===== src/rtl/beat_timing_gen.sv =====
// Beat/phase timing generator: T1..T3 phase strobes, one-hot W1..W3 beats.
// Define TIMING_STEP_EN to add the dp single-beat step input.
module beat_timing_gen #(
   parameter int PHASE_CYCLES   = 1,
   parameter int QD_SYNC_STAGES = 2
) (
   input  logic clk,
   input  logic clr,
   input  logic qd,
   input  logic short,
   input  logic long,
   input  logic stop,
`ifdef TIMING_STEP_EN
   input  logic dp,
`endif
   output logic t1,
   output logic t2,
   output logic t3,
   output logic w1,
   output logic w2,
   output logic w3,
   output logic running
);

   localparam int CW = (PHASE_CYCLES > 1) ? $clog2(PHASE_CYCLES) : 1;
   localparam logic [CW-1:0] CNT_LAST = CW'(PHASE_CYCLES - 1);

   typedef enum logic {
      HALTED,
      RUN
   } state_t;

   state_t                    state_q;
   logic [2:0]                t_q;
   logic [2:0]                w_q;
   logic [2:0]                w_d;
   logic                      run_q;
   logic [CW-1:0]             cnt_q;
   logic [QD_SYNC_STAGES-1:0] qd_sync_q;
   logic                      qd_prev_q;
   logic                      qd_rise;
   logic                      halt_req;

   assign qd_rise = qd_sync_q[QD_SYNC_STAGES-1] & ~qd_prev_q;

`ifdef TIMING_STEP_EN
   assign halt_req = stop | dp;
`else
   assign halt_req = stop;
`endif

   // Synchronise the start button and keep the previous level for edge detect
   always_ff @(posedge clk or posedge clr) begin
      if (clr) begin
         qd_sync_q <= '0;
         qd_prev_q <= 1'b0;
      end else begin
         qd_sync_q <= {qd_sync_q[QD_SYNC_STAGES-2:0], qd};
         qd_prev_q <= qd_sync_q[QD_SYNC_STAGES-1];
      end
   end

   // Beat that follows the current one; short beats long when both are set in W1
   always_comb begin
      w_d = 3'b100;
      unique case (1'b1)
         w_q[2]: w_d = short ? 3'b100 : 3'b010;
         w_q[1]: w_d = long ? 3'b001 : 3'b100;
         default: w_d = 3'b100;
      endcase
   end

   // Phase/beat FSM; controller requests only matter at the end of T3
   always_ff @(posedge clk or posedge clr) begin
      if (clr) begin
         state_q <= HALTED;
         t_q     <= 3'b000;
         w_q     <= 3'b100;
         run_q   <= 1'b0;
         cnt_q   <= '0;
      end else begin
         case (state_q)
            HALTED: begin
               if (qd_rise) begin
                  state_q <= RUN;
                  t_q     <= 3'b100;
                  run_q   <= 1'b1;
                  cnt_q   <= '0;
               end
            end
            RUN: begin
               if (cnt_q != CNT_LAST) begin
                  cnt_q <= cnt_q + CW'(1);
               end else begin
                  cnt_q <= '0;
                  if (t_q[0]) begin
                     w_q <= w_d;
                     if (halt_req) begin
                        state_q <= HALTED;
                        t_q     <= 3'b000;
                        run_q   <= 1'b0;
                     end else begin
                        t_q <= 3'b100;
                     end
                  end else begin
                     t_q <= t_q >> 1;
                  end
               end
            end
            default: begin
               state_q <= HALTED;
               t_q     <= 3'b000;
               run_q   <= 1'b0;
            end
         endcase
      end
   end

   assign t1      = t_q[2];
   assign t2      = t_q[1];
   assign t3      = t_q[0];
   assign w1      = w_q[2];
   assign w2      = w_q[1];
   assign w3      = w_q[0];
   assign running = run_q;

endmodule


===== config.mk =====
export PLATFORM = sky130hd
export DESIGN_NAME = beat_timing_gen
export DESIGN_NICKNAME = d
export VERILOG_FILES = /design/src/rtl/beat_timing_gen.sv
export SDC_FILE = /design/constraint.sdc
export NUM_CORES = 1
export LEC_CHECK = 0
export ABC_AREA = 1
export CORE_AREA = 2 2 39 41
export CTS_CLUSTER_SIZE = 24
export DETAILED_ROUTE_END_ITERATION = 7
export DIE_AREA = 0 0 41 43
export SLEW_MARGIN = 40
export SYNTH_ARGS = -nofsm -noshare
export SYNTH_HDL_FRONTEND = slang
export SYNTH_SLANG_ARGS = --single-unit
export TNS_END_PERCENT = 30

===== constraint.sdc =====
create_clock -name clk -period 0.95 [get_ports clk]
set_input_delay 0.1425 -clock clk [delete_from_list [all_inputs] [get_ports clk]]
set_output_delay 0.1425 -clock clk [all_outputs]
set_load 0.02 [all_outputs]

==> Word-level counts from Yosys, hierarchy flattened <==
Index checks and enable logic that the tools add are counted.
{ "classes": {"n_eq_ne": 4, "add_sub_neg": 1, "bitwise_logic": 4, "mux": 21, "n_reduce_logical": 3} }
{ "ops": {"columns": ["operator", "count"], "rows": [
  ["2-to-1 mux 3 bit", 6],
  ["case mux 3 bit (2 select lines)", 2],
  ["2-to-1 mux 1 bit", 10],
  ["inequality test 2 bit, second input constant", 3],
  ["case mux 1 bit (2 select lines)", 3],
  ["AND reduction 4 bit", 1],
  ["NOT 1 bit", 3],
  ["AND reduction 3 bit", 1],
  ["inequality test 2 x 1 -> 1 bit, second input constant", 1],
  ["AND reduction 2 bit", 1],
  ["adder 1 bit, second input constant", 1],
  ["AND 1 bit", 1]
]} }
{ "word_totals": {"ff_bits": 12, "wordCells": 40, "out_inout_bits": 7, "input_bits": 6} }

==> Logic depth before layout (Yosys ltp) <==
{ "depth": {"depth_word": 4, "depth_mapped": 6, "depth_no_buf": 6} }

==> Worst setup path after synthesis <==
No wires, ideal clock.
{ "synth_timing": {"path_kind": "reg2reg", "from": "register w_q[2]", "to": "register w_q[2]", "t_arrival_ns": 0.897, "path_buffers": 0, "period_less_slack_ns": 0.969, "setup_ns": 0.072, "path_stages_with_launch": 6, "slack_ns": -0.019, "required_time_ns": 0.878, "cell_sequence": "dfstp_2 > inv_1 > nor2_1 > nand3_1 > nand2_1 > inv_1"} }
{ "synth_via": {"elab_chain_cells": 1} }
{ "synth_rtl": {"columns": ["item", "line_no", "rtl"], "rows": [
  ["start: declaration", "35", "logic [2:0] w_q;"],
  ["start signal: assignment", "97", "w_q <= w_d;"],
  ["case mux 3 bit (2 select lines)", "66", "unique case (1'b1)"]
]} }
Every way passes these cells.
A chain may end at the register's enable or synchronous reset.

==> Worst setup path in the final report <==
{ "layout_timing": {"from": "register w_q[2]", "to": "output w1"} }
{ "layout_rtl": {"columns": ["item", "line_no", "rtl"], "rows": [
  ["end: declaration", "19", "output logic w1,"]
]} }
No word-level cell between the ends.

==> impl_metrics.py <==
metrics = {
    "power": {
        "total_power_mw": 1.85,
        "ir_drop_uv": 1050,
        "p_leak_nw": 0.343,
        "powerDensity_nw_per_um2": 2800,
    },
    "cells_and_area": {
        "diodes": 0,
        "syn2layout_area_growth_pct": 55.8,
        "design_area_um2": 661,
        "num-nets-final": 76,
        "multiInputGateArea_um2": 144,
        "drive_gt1_share_pct": 42.0,
        "nFillCells": 142,
        "finalNonFillerCells": 85,
        "regArea_um2": 277,
    },
    "synth": {
        "synth_flop_cell": "dfrtp_1",
        "avgSynthCellArea_um2": 9.43,
        "ys_ff_latch": 11,
        "synthTopCellsByArea": "dfrtp_1, nand2_1, dfstp_2",
        "ys_types": 11,
        "synth_top_area_share_pct": 59.0,
        "synthTopCellsByCount": "nand2_1, dfrtp_1, inv_1",
        "synth_edf_count": 0,
        "ys_seq_area_share_pct": 65.2,
        "synth.most_common_cell": "nand2_1",
        "synth_fp_nets": 51,
        "synthArstFlopShare_pct": 100,
        "synth_top_area_cell": "dfrtp_1",
        "syn-instance-count": 45,
        "yosysWarnings": 0,
        "synth.cell_area_um2": 424,
    },
    "timing": {
        "slew_headroom_pct": 85.8,
        "drv_slew": 0,
        "fin_crit_sh_pct": 112,
        "holdWs_ns": 0.155,
        "final_hold_viol_count": 0,
        "rsz0062_at_grt": "true",
        "timing.final.ws_setup_ns": -0.109,
        "period_minus_slack_ns": 1.06,
        "setup_viol": 1,
        "clock_skew_ns": 0.00393,
        "fmax_mhz": 944,
        "tightest_slew_ns": 0.213,
    },
    "setup_path": {
        "critPathBufInv": 1,
        "crit_path_cell_trace": "buf_6",
        "required_ns": 0.81,
        "startpoint_type": "flip-flop",
        "cp_slowest_stage_delay_ns": 0.54,
        "critPathTopFamily": "flip-flops",
        "criticalPathCategory": "reg -> out",
        "critPathCaptureType": "output pin",
        "arrival_ns": 0.92,
        "critPathMaxFanout": 2,
        "cp_slowest_cell": "dfstp_2",
    },
    "status": {
        "status": "finished with violations",
        "violations": "negative setup slack",
    },
    "die": {
        "io_pins": 13,
        "die_area_um2": 1760,
        "row_count": 14,
        "core_area_um2": 1380,
        "die_y_um": 43,
        "initial_core_util_pct": 30.7,
        "die_x_um": 41,
    },
    "detailed_routing": {
        "drtPass1Iterations": 2,
        "via_count": 368,
        "wl_per_cell_um": 8.91,
        "ant_nets": 0,
        "wirelength_um": 757,
        "drtIter0Drc": 8,
        "drcViolationCount": 0,
        "avgViaCountPerCell": 4.33,
    },
    "clock_network": {
        "clk_path_buf_depth": 2,
        "path_clk_slew_ns": 0.07,
        "cts_root_buf": "clkbuf_4",
        "cts_buffers": 3,
        "cts_tree": "yes",
        "cts_hold_buffers": 0,
        "htree_levels": 1,
        "clkLatencyLatePin_ns": 0.26,
        "clkSinkCount": 11,
    },
    "placed_design": {
        "dp_slack_ns": -0.297,
        "placed_area_um2": 619,
        "placed_cells": 80,
        "place.gp.congestion": 0.706,
        "dp_hpwl_um": 559,
        "io_buffers": 12,
    },
    "grt": {
        "grt_pass1_vias": 313,
        "antenna_found_initial": 0,
        "busiest_layer": "met1",
        "grt_max_degree": 12,
        "use_met1_pct": 14.0,
        "grt-ovfl-total": 0,
        "grt_use_met2_pct": 13.8,
        "gr-usage-all-layers_pct": 10.3,
        "grt_pass1_wl_um": 1200,
        "grtUsageMet3_pct": 3.66,
    },
    "worst_hold_path": {
        "min-delay-path-class": "in -> async",
    },
    "job": {
        "maxCapViolations": 0,
    },
}
per-stage QoR:
stage,setup TNS (ns),util [%]
2_1_floorplan,0,-
3_3_place_gp,-0.995,44.8
3_5_place_dp,-1.02,44.8
4_1_cts,-0.123,45.3
5_1_grt,-0.299,47.7
6_report,-0.109,47.7
power by group:
group | internal [mW] | switching [mW]
combinational | 0.387 | 0.437
clock | 0.162 | 0.146
sequential | 0.623 | 0.0973
total | 1.17 | 0.680
flip-flops by register name, indices dropped and copies added (netlist names):
register	count
running	1
w_q	3
state_q	1
qd_sync_q	2
t_q	3
qd_prev_q	1
worst paths after layout:
check                      slack (ns)                endpoint                   start  cells after the start
max                             -0.11                      w1      w_q[2]$_DFFE_PP1P_                      1
min                              0.16       state_q$_DFF_PP0_                     clr                      3
max reg2reg                      0.04      w_q[2]$_DFFE_PP1P_      w_q[2]$_DFFE_PP1P_                      5
min reg2reg                      0.36  qd_sync_q[1]$_DFF_PP0_  qd_sync_q[0]$_DFF_PP0_                      0
max in group asynchronous        0.57      w_q[2]$_DFFE_PP1P_                     clr                      3
min in group clk                 0.32  qd_sync_q[0]$_DFF_PP0_                      qd                      1
timing repair:
action | 4_1_cts | 5_1_grt
resized for setup | 31 | 10
buffers inserted | 1 | 0
endpoints found under the setup margin | 7 | 11
pin swaps | 0 | 3
placed cells by master, fill, tap and decap left out:
cell             Yosys  routed
clkbuf_1             0       1
o21a_1               1       1
a21oi_1              2       1
nand2_1             15      13
nand2_2              2       3
dfrtp_1             10      10
buf_6                0       3
a21oi_2              0       1
inv_1                7       5
dfstp_2              1       1
o211ai_1             1       1
nand2_4              0       1
nor2_4               0       1
inv_2                1       2
clkbuf_4             0       3
nand3_1              4       3
nand3_2              0       1
inv_4                0       1
buf_4                0       7
buf_2                0       5
clkdlybuf4s50_1      0       5
cell families (layout without fill, tap and decap cells):
group | after synthesis | count (layout) | synth area share, %
AOI/OAI and AO/OA | 4 | 4 | 5.90
buffers and inverters | 8 | 32 | 7.08
DFF | 11 | 11 | 65.2
and+or+nand+nor | 22 | 22 | 21.8
final cells by class:
class | instances | area share (%)
well taps | 16 | 3.03
flip-flops and latches | 11 | 41.9
multi-input cells | 26 | 21.8
repair buffers | 20 | 24.4
inverters | 8 | 4.92
clock buffers | 4 | 3.98
layer usage:
layer	share of wire (%)	wire, um
met3	7.0	53
met4	0	0
met1	42	320
met2	50	382
met5	0	0
No activity file was read; power rests on OpenSTA's default activity.
